### src/rtl/seq_nonrestoring_divider_if.sv
// ---------------------------------------------------------------------------------------------
// seq_nonrestoring_divider_if
//   Operand/result handshake bundle for the sequential non-restoring divider.
//
//   Signals (W = operand width):
//     in_valid   requester -> divider   dividend/divisor valid
//     in_ready   divider   -> requester divider idle, operand pair can be accepted
//     dividend   requester -> divider   unsigned dividend, W bits
//     divisor    requester -> divider   unsigned divisor, W bits
//     out_valid  divider   -> requester quotient/remainder valid
//     out_ready  requester -> divider   requester takes the result
//     quotient   divider   -> requester unsigned quotient, W bits
//     remainder  divider   -> requester unsigned remainder, W bits
//     div_zero   divider   -> requester divisor was zero (only with early zero exit built in)
//
//   Modports:
//     master  the side issuing divisions and consuming results
//     slave   the divider itself
// ---------------------------------------------------------------------------------------------
interface seq_nonrestoring_divider_if #(
   parameter int unsigned W = 8
);

   logic         in_valid;
   logic         in_ready;
   logic [W-1:0] dividend;
   logic [W-1:0] divisor;
   logic         out_valid;
   logic         out_ready;
   logic [W-1:0] quotient;
   logic [W-1:0] remainder;
   logic         div_zero;

   modport master (
      output in_valid,
      input  in_ready,
      output dividend,
      output divisor,
      input  out_valid,
      output out_ready,
      input  quotient,
      input  remainder,
      input  div_zero
   );

   modport slave (
      input  in_valid,
      output in_ready,
      input  dividend,
      input  divisor,
      output out_valid,
      input  out_ready,
      output quotient,
      output remainder,
      output div_zero
   );

endinterface

### src/rtl/seq_nonrestoring_divider.sv
// ---------------------------------------------------------------------------------------------
// seq_nonrestoring_divider
//   Iterative unsigned radix-2 non-restoring divider. One (W+1)-bit add/subtract per cycle on
//   the partial remainder: subtract the divisor while the remainder is non-negative, add it back
//   while it is negative. A final correction step makes the remainder non-negative. One division
//   is in flight at a time; valid/ready handshakes on both the operand and the result side.
//
//   Parameters:
//     W          operand/quotient width (W >= 2); the remainder datapath is W+1 bits
//
//   Ports:
//     clk        single clock, all state changes on its rising edge
//     rst_n      synchronous active-low reset; aborts any division in progress
//     bus        seq_nonrestoring_divider_if.slave: in_valid/in_ready/dividend/divisor on the
//                operand side, out_valid/out_ready/quotient/remainder/div_zero on the result side
//
//   Timing (W = 8):
//     accept edge -> 8 iteration edges (CALC) -> 1 correction edge (CORR) -> DONE.
//     out_valid is seen high at the 10th rising edge after the accepting edge, and with out_ready
//     held high a new pair can be accepted every 11 cycles.
//
//   Build option:
//     DIV_ZERO_DET_EN  when defined, a zero divisor is recognised at accept and the divider goes
//                      straight to DONE with quotient = all ones, remainder = dividend and
//                      div_zero = 1. When undefined there is no detection logic, div_zero is tied
//                      low, and a zero divisor simply runs the full iteration (which naturally
//                      yields the same quotient/remainder).
// ---------------------------------------------------------------------------------------------
module seq_nonrestoring_divider #(
   parameter int unsigned W = 8
) (
   input logic                       clk,
   input logic                       rst_n,
   seq_nonrestoring_divider_if.slave bus
);

   // ------------------------------------------------------------------------------------------
   // Constants
   // ------------------------------------------------------------------------------------------
   localparam int unsigned     CntW    = (W > 1) ? $clog2(W) : 1;
   localparam logic [CntW-1:0] CntLast = CntW'(W - 1);

   localparam logic [1:0] StIdle = 2'd0;
   localparam logic [1:0] StCalc = 2'd1;
   localparam logic [1:0] StCorr = 2'd2;
   localparam logic [1:0] StDone = 2'd3;

   // ------------------------------------------------------------------------------------------
   // State
   // ------------------------------------------------------------------------------------------
   logic [1:0]      state_q, state_d;
   logic [W:0]      rem_part_q, rem_part_d;   // signed partial remainder (two's complement)
   logic [W-1:0]    quo_part_q, quo_part_d;   // dividend shifting out, quotient bits shifting in
   logic [W-1:0]    dvsr_q, dvsr_d;           // latched divisor
   logic [CntW-1:0] cnt_q, cnt_d;             // iteration counter
   logic [W-1:0]    quot_q, quot_d;           // result registers, held until next result
   logic [W-1:0]    rem_q, rem_d;

`ifdef DIV_ZERO_DET_EN
   logic            dz_q, dz_d;
   logic            zero_dvsr;
`endif

   // ------------------------------------------------------------------------------------------
   // Datapath
   // ------------------------------------------------------------------------------------------
   logic [W:0]   dvsr_ext;
   logic [W:0]   rem_shift;
   logic [W:0]   rem_step;
   logic [W:0]   rem_fix;
   logic [W-1:0] quo_step;

   assign dvsr_ext  = {1'b0, dvsr_q};

   // Shift {R,Q} left by one: the MSB of the dividend register enters the remainder.
   assign rem_shift = {rem_part_q[W-1:0], quo_part_q[W-1]};

   // Sign of the previous remainder selects the operation; arithmetic wraps modulo 2^(W+1).
   assign rem_step  = rem_part_q[W] ? (rem_shift + dvsr_ext) : (rem_shift - dvsr_ext);

   // New quotient bit is 1 when the new partial remainder is non-negative.
   assign quo_step  = {quo_part_q[W-2:0], ~rem_step[W]};

   // A negative final remainder is restored by adding the divisor back once.
   assign rem_fix   = rem_part_q[W] ? (rem_part_q + dvsr_ext) : rem_part_q;

`ifdef DIV_ZERO_DET_EN
   assign zero_dvsr = (bus.divisor == '0);
`endif

   // ------------------------------------------------------------------------------------------
   // Next-state logic
   // ------------------------------------------------------------------------------------------
   always_comb begin
      state_d    = state_q;
      rem_part_d = rem_part_q;
      quo_part_d = quo_part_q;
      dvsr_d     = dvsr_q;
      cnt_d      = cnt_q;
      quot_d     = quot_q;
      rem_d      = rem_q;
`ifdef DIV_ZERO_DET_EN
      dz_d       = dz_q;
`endif

      unique case (state_q)
         StIdle: begin
            if (bus.in_valid) begin
               dvsr_d     = bus.divisor;
               quo_part_d = bus.dividend;
               rem_part_d = '0;
               cnt_d      = '0;
               state_d    = StCalc;
`ifdef DIV_ZERO_DET_EN
               // Early exit: publish the same values the iteration would produce.
               if (zero_dvsr) begin
                  quot_d  = '1;
                  rem_d   = bus.dividend;
                  dz_d    = 1'b1;
                  state_d = StDone;
               end
`endif
            end
         end

         StCalc: begin
            rem_part_d = rem_step;
            quo_part_d = quo_step;
            cnt_d      = cnt_q + 1'b1;
            if (cnt_q == CntLast) begin
               state_d = StCorr;
            end
         end

         StCorr: begin
            quot_d  = quo_part_q;
            rem_d   = rem_fix[W-1:0];
`ifdef DIV_ZERO_DET_EN
            dz_d    = 1'b0;
`endif
            state_d = StDone;
         end

         StDone: begin
            if (bus.out_ready) begin
               state_d = StIdle;
            end
         end

         default: begin
            state_d = StIdle;
         end
      endcase
   end

   // ------------------------------------------------------------------------------------------
   // Registers
   // ------------------------------------------------------------------------------------------
   always_ff @(posedge clk) begin
      if (!rst_n) begin
         state_q    <= StIdle;
         rem_part_q <= '0;
         quo_part_q <= '0;
         dvsr_q     <= '0;
         cnt_q      <= '0;
         quot_q     <= '0;
         rem_q      <= '0;
      end else begin
         state_q    <= state_d;
         rem_part_q <= rem_part_d;
         quo_part_q <= quo_part_d;
         dvsr_q     <= dvsr_d;
         cnt_q      <= cnt_d;
         quot_q     <= quot_d;
         rem_q      <= rem_d;
      end
   end

`ifdef DIV_ZERO_DET_EN
   always_ff @(posedge clk) begin
      if (!rst_n) begin
         dz_q <= 1'b0;
      end else begin
         dz_q <= dz_d;
      end
   end
`endif

   // ------------------------------------------------------------------------------------------
   // Outputs
   // ------------------------------------------------------------------------------------------
   assign bus.in_ready  = (state_q == StIdle);
   assign bus.out_valid = (state_q == StDone);
   assign bus.quotient  = quot_q;
   assign bus.remainder = rem_q;

`ifdef DIV_ZERO_DET_EN
   assign bus.div_zero  = dz_q;
`else
   assign bus.div_zero  = 1'b0;
`endif

endmodule

### src/flat_wrapper.sv
// flat-port wrapper written by rule: the top's interface ports become plain ports
module seq_nonrestoring_divider_flat 
#(
   parameter int unsigned W = 8
)
  (clk, rst_n, bus_in_valid, bus_in_ready, bus_dividend, bus_divisor, bus_out_valid, bus_out_ready, bus_quotient, bus_remainder, bus_div_zero);
  seq_nonrestoring_divider_if #(.W(W)) bus_i ();
  input logic clk;
  input logic rst_n;
  input wire logic [$bits(bus_i.in_valid)-1:0] bus_in_valid;
  output wire logic [$bits(bus_i.in_ready)-1:0] bus_in_ready;
  input wire logic [$bits(bus_i.dividend)-1:0] bus_dividend;
  input wire logic [$bits(bus_i.divisor)-1:0] bus_divisor;
  output wire logic [$bits(bus_i.out_valid)-1:0] bus_out_valid;
  input wire logic [$bits(bus_i.out_ready)-1:0] bus_out_ready;
  output wire logic [$bits(bus_i.quotient)-1:0] bus_quotient;
  output wire logic [$bits(bus_i.remainder)-1:0] bus_remainder;
  output wire logic [$bits(bus_i.div_zero)-1:0] bus_div_zero;
  assign bus_i.in_valid = bus_in_valid;
  assign bus_in_ready = bus_i.in_ready;
  assign bus_i.dividend = bus_dividend;
  assign bus_i.divisor = bus_divisor;
  assign bus_out_valid = bus_i.out_valid;
  assign bus_i.out_ready = bus_out_ready;
  assign bus_quotient = bus_i.quotient;
  assign bus_remainder = bus_i.remainder;
  assign bus_div_zero = bus_i.div_zero;
  seq_nonrestoring_divider #(.W(W)) u_core (.clk(clk), .rst_n(rst_n), .bus(bus_i));
endmodule
### config.mk
export PLATFORM = sky130hd
export DESIGN_NAME = seq_nonrestoring_divider_flat
export DESIGN_NICKNAME = d
export VERILOG_FILES = /design/src/rtl/seq_nonrestoring_divider_if.sv /design/src/rtl/seq_nonrestoring_divider.sv /design/src/flat_wrapper.sv
export SDC_FILE = /design/constraint.sdc
export NUM_CORES = 1
export LEC_CHECK = 0
export CAP_MARGIN = 30
export CORE_MARGIN = 8
export CORE_UTILIZATION = 59
export DETAILED_ROUTE_END_ITERATION = 10
export PLACE_DENSITY = 0.86
export RECOVER_POWER = 25
export SLEW_MARGIN = 15
export SYNTH_ARGS = -nofsm -noshare
export SYNTH_HDL_FRONTEND = slang
export SYNTH_SLANG_ARGS = --single-unit
export TNS_END_PERCENT = 20
### constraint.sdc
create_clock -name clk -period 5.2 [get_ports clk]
set_input_delay 0.52 -clock clk [delete_from_list [all_inputs] [get_ports clk]]
set_output_delay 0.52 -clock clk [all_outputs]
set_load 0.01 [all_outputs]
# After elaboration in Yosys (flattened, before gate mapping)
# Cells that the tools add are included.
# classes
add_sub_neg	4
multipliers	0
n_div	0
magnitude_cmp	0
eq_ne	7
n_shift	0
muxes	12
n_bitwise	1
reduce_logical	5
# op_table
cell	count
$mux 9	2
$pmux 9 s2	1
$mux 8	2
$pmux 8 s2	1
$add 9x8->9	1
$sub 9x8->9	1
$add 8x8->8	1
$pmux 2 s4	1
$mux 2	3
$pmux 3 s2	1
$eq 2x2->1 const B	2
$ne 2x1->1 const B	2
$reduce_and 2->1	2
$add 3x1->3 const B	1
$eq 3x3->1 const B	1
$mux 3	1
$reduce_and 3->1	1
$eq 2x1->1 const B	1
$logic_not 2->1	1
$ne 2x2->1 const B	1
$reduce_bool 2->1	1
$not 1->1	1
# totals
ff_bits	46
latchBits	0
mem_bits_rw	0
romBits	0
n_memories	0

# Depth between registers and ports, before layout
# Gate-level depths: netlist (run 1).
# depth
depth_word	4
depth_mapped	11
ltp_nobuf	11

# Least setup slack after synthesis (run 1)
# OpenSTA, ideal clock, no wires.
# synth_path
kind	reg2reg
start	register u_core.rem_part_q[8]
end	register u_core.quo_part_q[0]
setup_time_ps	70
t_arrival_ps	2420
path_slack_ps	2710
stages_incl_launch_ff	12
path_buffers	2
period_less_slack_ps	2490
path_cell_list	dfxtp_1 clkbuf_1 buf_2 nor2_1 xor2_1 ha_1 nor2b_2 a221oi_2 o311a_1 xnor2_1 mux2i_1 a21oi_1
# synth_via
elab_chain_len	3
# synth_lines
item	line_no	text
start: declaration	seq_nonrestoring_divider.sv:52	logic [W:0] rem_part_q, rem_part_d;
start signal: assignment	seq_nonrestoring_divider.sv:170	rem_part_q <= rem_part_d;
$mux 9	seq_nonrestoring_divider.sv:79	assign rem_step = rem_part_q[W] ? (rem_shift + dvsr_ext) : (rem_shift - dvsr_ext);
$not 1->1	seq_nonrestoring_divider.sv:82	assign quo_step = {quo_part_q[W-2:0], ~rem_step[W]};
$pmux 8 s2	seq_nonrestoring_divider.sv:106	unique case (state_q)
end signal: assignment	seq_nonrestoring_divider.sv:171	quo_part_q <= quo_part_d;
end: declaration	seq_nonrestoring_divider.sv:53	logic [W-1:0] quo_part_q, quo_part_d;
# No other way between the ends.
# A chain may end at the register's enable or synchronous reset.

# Worst setup path after layout (run 1)
# layout_path
start	register u_core.rem_part_q[8]
end	register u_core.rem_part_q[3]
# layout_via
elab_chain_len	2
# layout_lines
item	line_no
$mux 9	seq_nonrestoring_divider.sv:79
$pmux 9 s2	seq_nonrestoring_divider.sv:106
# No other way between the ends.

==> flow_summary.json, run 1 <==
{
  "grt_use_total_pct": 17.6,
  "die_w_um": 83.5,
  "grt_overflow": 0,
  "synth.distinct_cells": 46,
  "yosys-top-cells-area": "dfxtp_1, ha_1, mux2i_1, a21oi_1, nor2_1",
  "synthCells": 311,
  "min_to": "u_core.cnt_q[2]",
  "grt_max_degree": 41,
  "cts-buffers-inserted": 5,
  "worstSkewPairLatency_ps": 300,
  "clock_sinks": 46,
  "ys_top_cells_by_count": "dfxtp_1, nor2_1, a21oi_1",
  "fillers": 338,
  "p_seq_share_pct": 33.2,
  "setup_tns_ps": 0,
  "drtAntennaViolNets": 0,
  "cts_resized": 0,
  "drc": 0,
  "synth.top_cell.area_share_pct": 34.2,
  "io_pins": 39,
  "synth_top_area_cell": "dfxtp_1",
  "reg2reg_from": "u_core.rem_part_q[8]",
  "die_h_um": 83.5,
  "drtIter0Drc": 174,
  "ir_drop_mv": 0.344,
  "drive_above_1_share_pct": 4.99,
  "yosysMostFrequentCell": "dfxtp_1",
  "internal_power_uw": 956,
  "hold_path_depth": 2,
  "htreeDepth": 2,
  "critPathMaxFanout": 21,
  "min_from": "u_core.cnt_q[2]",
  "placementRows": 24,
  "ys.flop_type": "dfxtp_1",
  "crit_chain": "mux2_2, ha_1, a211oi_1, nor2_1, or4_1, a21oi_1",
  "fin_worst_skew_ps": 11.3,
  "synth-seq-cells": 46,
  "critPathSlowestCell": "dfxtp_1",
  "clockPowerShare_pct": 16.5,
  "maxCapViolCount": 1,
  "period_share_pct": 52.4,
  "drv_slew": 41,
  "crit_type": "register to register",
  "cts_tree": "done",
  "coreArea_um2": 4380,
  "hold_violations": 0,
  "finalWirelength_um": 6060,
  "clk_pin_slew_ps": 90,
  "violations": "capacitance limit, slew limit",
  "cp.required_ps": 5410,
  "grt_pass1_wl_um": 10500,
  "async_flop_share_pct": 0,
  "ys_seq_area_share_pct": 34.2,
  "crit_path_end_kind": "register",
  "synth-edff-count": 0,
  "die_area_um2": 6980,
  "dp_hpwl_um": 4450,
  "yosys_warnings": 0,
  "post_cts_buffers": 0,
  "io_buffers": 37,
  "drt-pass1-iter-count": 4,
  "combPwrFrac_pct": 50.2,
  "syn_nets": 357,
  "fin_total_pwr_mw": 1.63,
  "nets": 386,
  "cts_root_buffer": "clkbuf_8",
  "status": "finished, violations left",
  "syn_avg_cell_area_um2": 8.65,
  "synthToLayoutAreaGrowth_pct": 17.7,
  "r2r_cells": 6,
  "worstSetupStartpointType": "register",
  "grt_antenna_before_repair": 0,
  "crit_arrival_ps": 2940,
  "min_period_ps": 2720,
  "r2r_slack_ps": 2480,
  "r2r-end": "u_core.rem_part_q[3]",
  "setup_viol": 0,
  "maxSlewHeadroom_pct": -16.7,
  "p_leak_nw": 1.25,
  "via_count": 2348,
  "grt_pass1_vias": 2322,
  "synth.cell_area_um2": 2690,
  "diodes": 0,
  "timing.fmax_mhz": 367,
  "hold_class": "register to register",
  "p_switching_uw": 676,
  "grt_setup_unrepaired": "no",
  "clockBufferDepth": 2,
  "place_congestion": 0.921,
  "tightest_slew_ps": 1750,
  "initial_utilization_pct": 61.4,
  "max_stage_delay_ps": 820,
  "wire_per_inst_um": 15.4,
  "cts_hold_buf": 0,
  "p_sw_share_pct": 41.4,
  "cellPowerDensity_nw_per_um2": 515,
  "viasPerCell": 5.97
}
## power groups by stage
stage / clock network (mW) / logic [mW] / registers (mW)
final: 0.270 / 0.820 / 0.542
after global routing: 0.285 / 0.911 / 0.558
after CTS: 0.269 / 0.818 / 0.542
after detailed placement: 0 / 0.813 / 0.549
after global placement: 0 / 0.786 / 0.545
after floorplan: 0 / 0.615 / 0.528
## through the flow
stage	worst slack (ps)	std cells	utilization [%]	instance area, um2	hold slack, ps
final	2480	393	72.2	3170	470
after global routing	2170	393	72.2	3170	497
after CTS	2510	393	72.3	3170	464
after detailed placement	2540	385	69.8	3060	454
after global placement	2600	385	69.8	3060	442
after floorplan	2710	311	-	2690	436
## placed cells by master (no fill, tap or decap), types with 2 or more instances in the layout
cell type	n
dfxtp_1	46
clkdlybuf4s50_1	36
nor2_1	35
a21oi_1	28
mux2i_1	24
ha_1	24
nand2_1	21
nand3_1	17
inv_1	15
a211oi_1	15
o21ai_0	13
xor2_1	10
xnor2_1	7
clkbuf_8	5
nor3_1	3
a21o_1	3
o21ai_1	2
or4_1	2
a311oi_1	2
fa_1	2
clkbuf_1	2
buf_4	2
## cell families after synthesis
logic type	after synthesis	synth area share (%)
AO/OA/AOI/OAI	76	18.4
XOR/XNOR	17	5.53
adder cells (fa/ha/maj)	26	12.7
buffers and inverters	34	5.58
flip-flops	46	34.2
multiplexers	25	9.35
other	1	0.139
AND/OR/NAND/NOR	86	14.1
## flip-flops by register name (all words and copies together) (netlist names)
| register | flops |
|---|---|
| u_core.bus.quotient | 8 |
| u_core.bus.remainder | 8 |
| u_core.cnt_q | 3 |
| u_core.dvsr_q | 8 |
| u_core.quo_part_q | 8 |
| u_core.rem_part_q | 9 |
| u_core.state_q | 2 |
## metal layers
metal  vias to the layer above  global-route usage [%]  part of all wire, %
met4                         0                    7.22                  2.2
met2                        71                    29.7                   49
met3                        14                    4.20                  5.6
met1                      1111                    20.7                   43
li1                       1152                       -                    -
met5                         -                       0                    0
## worst max-delay path: cells and delay by family, from the launching register on
kind / cells / cell delay [ps]
AOI/OAI and AO/OA: 2 / 470
adders and majority gates: 1 / 300
DFF: 1 / 820
muxes: 1 / 430
and+or+nand+nor: 2 / 600
## worst max-delay path by stage
| stage | slack, ps | end | startpoint |
|---|---|---|---|
| 2_1_floorplan | 2710 | u_core.quo_part_q[0] | u_core.rem_part_q[8] |
| 3_3_place_gp | 2600 | u_core.quo_part_q[0] | u_core.rem_part_q[8] |
| 3_5_place_dp | 2540 | u_core.quo_part_q[0] | u_core.rem_part_q[8] |
| 4_1_cts | 2510 | u_core.quo_part_q[0] | u_core.rem_part_q[8] |
| 5_1_grt | 2170 | u_core.rem_part_q[6] | u_core.rem_part_q[8] |
| 6_report | 2480 | u_core.rem_part_q[3] | u_core.rem_part_q[8] |
## area by class of cell
type | count | area, um2 | share of cell area [%]
well taps | 52 | 65.1 | 2.05
repair buffers | 40 | 389 | 12.3
clock inverters | 2 | 37.5 | 1.19
multi-input cells | 231 | 1620 | 51.1
flip-flops and latches | 46 | 921 | 29.1
clock buffers | 6 | 72.6 | 2.29
inverters | 16 | 62.6 | 1.98
(Power assumes the default switching activity.)
==> run 2, diff against run 1 <==
--- a/config.mk
+++ b/config.mk
@@ -7,9 +7,9 @@
 export LEC_CHECK = 0
 export CAP_MARGIN = 30
 export CORE_MARGIN = 8
-export CORE_UTILIZATION = 59
+export CORE_UTILIZATION = 49
 export DETAILED_ROUTE_END_ITERATION = 10
-export PLACE_DENSITY = 0.86
+export PLACE_DENSITY = 0.76
 export RECOVER_POWER = 25
 export SLEW_MARGIN = 15
 export SYNTH_ARGS = -nofsm -noshare
==> constraint.sdc (replaced) <==
create_clock -name clk -period 2.4 [get_ports clk]
set_input_delay 0.24 -clock clk [delete_from_list [all_inputs] [get_ports clk]]
set_output_delay 0.24 -clock clk [all_outputs]
set_load 0.01 [all_outputs]
==> flow_summary.json, run 2 (synthesis results as in run 1) <==
{
  "combPwrFrac_pct": 55.9,
  "finalWirelength_um": 6530,
  "p_sw_share_pct": 42.0,
  "critPathSlowestCell": "or4_1",
  "crit_arrival_ps": 2550,
  "final_cell_mix": "dfxtp_1, clkdlybuf4s50_1, nor2_1",
  "final_core_util_pct": 62.5,
  "clockBufferDepth": 2,
  "r2r_cells": 8,
  "die_area_um2": 8120,
  "viasPerCell": 5.53,
  "die_w_um": 90.1,
  "synthToLayoutAreaGrowth_pct": 25.5,
  "drtIter0Drc": 85,
  "coreArea_um2": 5410,
  "layout_commonest_cell": "dfxtp_1",
  "setup_tns_ps": 0,
  "grt_use_total_pct": 15.7,
  "htreeDepth": 2,
  "drt-pass1-iter-count": 4,
  "ir_drop_mv": 0.918,
  "cp-startpoint": "u_core.dvsr_q[1]",
  "io_pins": 39,
  "io_buffers": 37,
  "r2r_slack_ps": 80,
  "drc": 0,
  "crit_end": "u_core.rem_part_q[3]",
  "crit_family": "simple AND/OR/NAND/NOR gates",
  "diodes": 0,
  "crit_type": "register to register",
  "placementRows": 27,
  "die_h_um": 90.1,
  "critPathMaxFanout": 6,
  "clock_sinks": 46,
  "initial_utilization_pct": 49.8,
  "period_share_pct": 96.5,
  "crit_chain": "inv_2, ha_4, mux2_2, ha_1, a211oi_2, nor2_1, or4_1, a21oi_1",
  "dp_slack_ps": -92.8,
  "r2r-end": "u_core.rem_part_q[3]",
  "cts-buffers-inserted": 5,
  "maxSlewHeadroom_pct": 12.1,
  "crit_path_end_kind": "register",
  "setup_ws_ps": 83.8,
  "path_depth": 8,
  "fin_total_pwr_mw": 3.68,
  "maxCapViolCount": 0,
  "drive_above_1_share_pct": 13.9,
  "reg2reg_from": "u_core.dvsr_q[1]",
  "tightest_slew_ps": 1320,
  "clk_pin_slew_ps": 90,
  "fin_worst_skew_ps": 14.2,
  "grt_max_degree": 41,
  "grt_pass1_vias": 2373,
  "max_stage_delay_ps": 470,
  "stdcell_count": 431,
  "hold_class": "register to register",
  "largest_reg_flops": 9,
  "place_inst": 420,
  "cts_root_buffer": "clkbuf_8",
  "nets": 404,
  "grt_pass1_wl_um": 10800,
  "place_congestion": 0.885,
  "worstSetupStartpointType": "register",
  "cellPowerDensity_nw_per_um2": 1090,
  "dp_hpwl_um": 4690,
  "cp.required_ps": 2630,
  "grt_overflow": 0,
  "via_count": 2385,
  "grt_antenna_before_repair": 0,
  "clockPowerShare_pct": 12.9,
  "hold_violations": 0,
  "largest_register": "u_core.rem_part_q",
  "drv_slew": 0,
  "fillers": 479,
  "wire_per_inst_um": 15.1,
  "status": "finished clean",
  "timing.fmax_mhz": 432,
  "drtAntennaViolNets": 0,
  "worstSkewPairLatency_ps": 300,
  "grt_setup_unrepaired": "yes",
  "p_switching_mw": 1.55,
  "hold_path_depth": 2,
  "min_period_ps": 2320,
  "cts_hold_buf": 0,
  "p_seq_share_pct": 31.3,
  "internal_power_mw": 2.14,
  "crit_buf_inv": 1,
  "setup_viol": 0,
  "p_leak_nw": 1.36,
  "cts_tree": "done"
}
==> run 2: repair_timing <==
action                                  CTS  global route
resized for setup                         6            16
pin swaps                                 0            12
setup buffers                             0             3
endpoints found under the setup margin    6             7
gates cloned                              0             0
==> run 2: worst min-delay path by stage <==
stage,startpoint,to,slack (ps)
2_1_floorplan,bus_divisor[3],u_core.dvsr_q[3],390
3_3_place_gp,u_core.cnt_q[1],u_core.cnt_q[1],450
3_5_place_dp,u_core.cnt_q[1],u_core.cnt_q[1],460
4_1_cts,u_core.cnt_q[1],u_core.cnt_q[1],470
5_1_grt,u_core.cnt_q[1],u_core.cnt_q[1],500
6_report,u_core.cnt_q[1],u_core.cnt_q[1],470
==> run 2: worst register-to-register path, cell delays in order (launching register included) <==
cell      delay (ps)
dfxtp_4          400
inv_2             70
ha_4             210
mux2_2           270
ha_1             310
a211oi_2         260
nor2_1           120
or4_1            470
a21oi_1          150
==> run 2: power by group through the flow <==
stage / logic, mW / registers [mW] / clock network, mW
2_1_floorplan: 1.33 / 1.15 / 0
3_3_place_gp: 1.86 / 1.15 / 0
3_5_place_dp: 1.90 / 1.15 / 0
4_1_cts: 1.92 / 1.14 / 0.487
5_1_grt: 2.28 / 1.18 / 0.519
6_report: 2.06 / 1.15 / 0.474
==> run 2: cell type report <==
type,instances,area (um2),area share [%]
inverters,16,62.6,1.85
clock buffers,5,68.8,2.04
multi-input cells,231,1680,49.7
clock inverters,3,21.3,0.630
flip-flops and latches,46,931,27.6
repair buffers,58,524,15.5
well taps,72,90.1,2.67
==> run 2: metal layers <==
metal / track usage, % / vias up / part of all wire (%)
met5: 0 / - / 0
met4: 5.96 / 0 / 1.8
met3: 2.41 / 13 / 3.3
met2: 28.1 / 54 / 51
met1: 18.3 / 1126 / 44
li1: - / 1192 / -
==> run 2: through the flow <==
stage	area (um2)	hold WS [ps]
floorplan	2690	388
global placement	3200	446
detailed placement	3200	459
CTS	3310	471
global route	3380	496
finish	3380	467
==> run 3, diff against run 2 <==
--- a/config.mk
+++ b/config.mk
@@ -5,10 +5,11 @@
 export SDC_FILE = /design/constraint.sdc
 export NUM_CORES = 1
 export LEC_CHECK = 0
-export CAP_MARGIN = 30
+export CAP_MARGIN = 5
 export CORE_MARGIN = 8
 export CORE_UTILIZATION = 49
 export DETAILED_ROUTE_END_ITERATION = 10
+export GPL_TIMING_DRIVEN = 0
 export PLACE_DENSITY = 0.76
 export RECOVER_POWER = 25
 export SLEW_MARGIN = 15
==> constraint.sdc (replaced) <==
create_clock -name clk -period 2.4 [get_ports clk]
set_input_delay 0.24 -clock clk [delete_from_list [all_inputs] [get_ports clk]]
set_output_delay 0.24 -clock clk [all_outputs]
set_load 0.02 [all_outputs]
==> flow_summary.json, run 3 (synthesis results as in run 1) <==
{
  "diodes": 0,
  "period_share_pct": 100,
  "violations": "setup timing",
  "cts_root_buffer": "clkbuf_8",
  "dp_hpwl_um": 4980,
  "placementRows": 27,
  "grt_pass1_vias": 2456,
  "initial_utilization_pct": 49.8,
  "setup_viol": 1,
  "clockBufferDepth": 2,
  "timing.fmax_mhz": 416,
  "grtUsageMet2_pct": 28.9,
  "drc": 0,
  "grt_overflow": 0,
  "drtAntennaViolNets": 0,
  "grt_max_degree": 16,
  "place_congestion": 0.888,
  "final_cell_mix": "dfxtp_1, nor2_1, mux2i_1",
  "worstSetupStartpointType": "register",
  "grt_use_met1_pct": 18.9,
  "drt-pass1-iter-count": 4,
  "maxSlewHeadroom_pct": 59.8,
  "p_leak_nw": 1.41,
  "min_period_ps": 2400,
  "cts-buffers-inserted": 5,
  "io_buffers": 35,
  "viasPerCell": 5.50,
  "setup_ws_ps": -3.71,
  "tightest_slew_ps": 602,
  "wire_per_inst_um": 15.9,
  "critPathMaxFanout": 6,
  "clock_sinks": 46,
  "die_w_um": 90.1,
  "cts_tree": "done",
  "grt-busiest-layer": "met2",
  "ir_drop_mv": 0.891,
  "coreArea_um2": 5410,
  "grt_antenna_before_repair": 0,
  "synthToLayoutAreaGrowth_pct": 27.9,
  "die_h_um": 90.1,
  "gr-usage-met3_pct": 3.74,
  "crit_arrival_ps": 2640,
  "nets": 407,
  "hold_class": "input port to register",
  "layout_commonest_cell": "dfxtp_1",
  "worstSkewPairLatency_ps": 310,
  "status": "finished, violations left",
  "crit_path_end_kind": "register",
  "drive_above_1_share_pct": 14.9,
  "cp.required_ps": 2640,
  "setup_tns_ps": -3.71,
  "hold_violations": 0,
  "htreeDepth": 2,
  "cts_hold_buf": 0,
  "drtIter0Drc": 134,
  "grt_pass1_wl_um": 11200,
  "grt_setup_unrepaired": "yes",
  "fin_worst_skew_ps": 5.05,
  "finalWirelength_um": 6910,
  "largest_reg_flops": 9,
  "clk_pin_slew_ps": 80,
  "maxCapViolCount": 0,
  "die_area_um2": 8120,
  "largest_register": "u_core.rem_part_q",
  "drv_slew": 0,
  "grt_use_total_pct": 16.6,
  "hold_slack_ps": 258,
  "io_pins": 39,
  "via_count": 2386,
  "crit_type": "register to register",
  "cellPowerDensity_nw_per_um2": 1130
}
run 3: worst paths after layout:
check	startpoint	to	slack [ps]	cells after the start
max	u_core.dvsr_q[0]	u_core.rem_part_q[3]	-4	8
min	bus_in_valid	u_core.dvsr_q[0]	260	3
max reg2reg	u_core.dvsr_q[0]	u_core.rem_part_q[3]	-4	8
min reg2reg	u_core.cnt_q[1]	u_core.cnt_q[1]	470	2
run 3: layer usage:
layer  wire, um  vias up
li1           -     1192
met1       3080     1123
met2       3410       59
met3        257       12
met4        168        0
met5          0        -
run 3: where the power goes:
group	internal, mW	switching (mW)
registers	0.972	0.199
clock network	0.312	0.276
logic	0.941	1.21
run 3: per-stage QoR:
stage	worst slack, ps	util, %	std cells	power (mW)	instance area (um2)
floorplan	59.7	-	311	2.54	2690
CTS	6.84	61.8	429	3.79	3340
detailed placement	-296	57.9	418	3.09	3130
finish	-3.71	63.7	434	3.91	3440
global route	-81.7	63.7	434	4.20	3440
global placement	-260	57.9	418	3.03	3130
run 3: what timing repair did:
item	4_1_cts	5_1_grt
buffers inserted	3	5
resized for setup	19	16
setup endpoints to repair	7	7
pin swaps	5	10
run 3: final cells by class:
| cell class | count | area, um2 |
|---|---|---|
| plain buffers | 18 | 104 |
| clock buffers | 5 | 68.8 |
| clock inverters | 3 | 43.8 |
| fillers | 461 | 1960 |
| inverters | 16 | 62.6 |
| multi-input cells | 231 | 1730 |
| flip-flops and latches | 46 | 932 |
| well taps | 72 | 90.1 |
| repair buffers | 43 | 410 |
run 3: worst max-delay path, cell delays in order, from the launching register on:
cell      delay [ps]
dfxtp_4          400
inv_1             80
ha_4             230
mux2_2           280
ha_1             310
a211oi_2         280
nor2_1           100
or4_4            500
a21oi_2          150
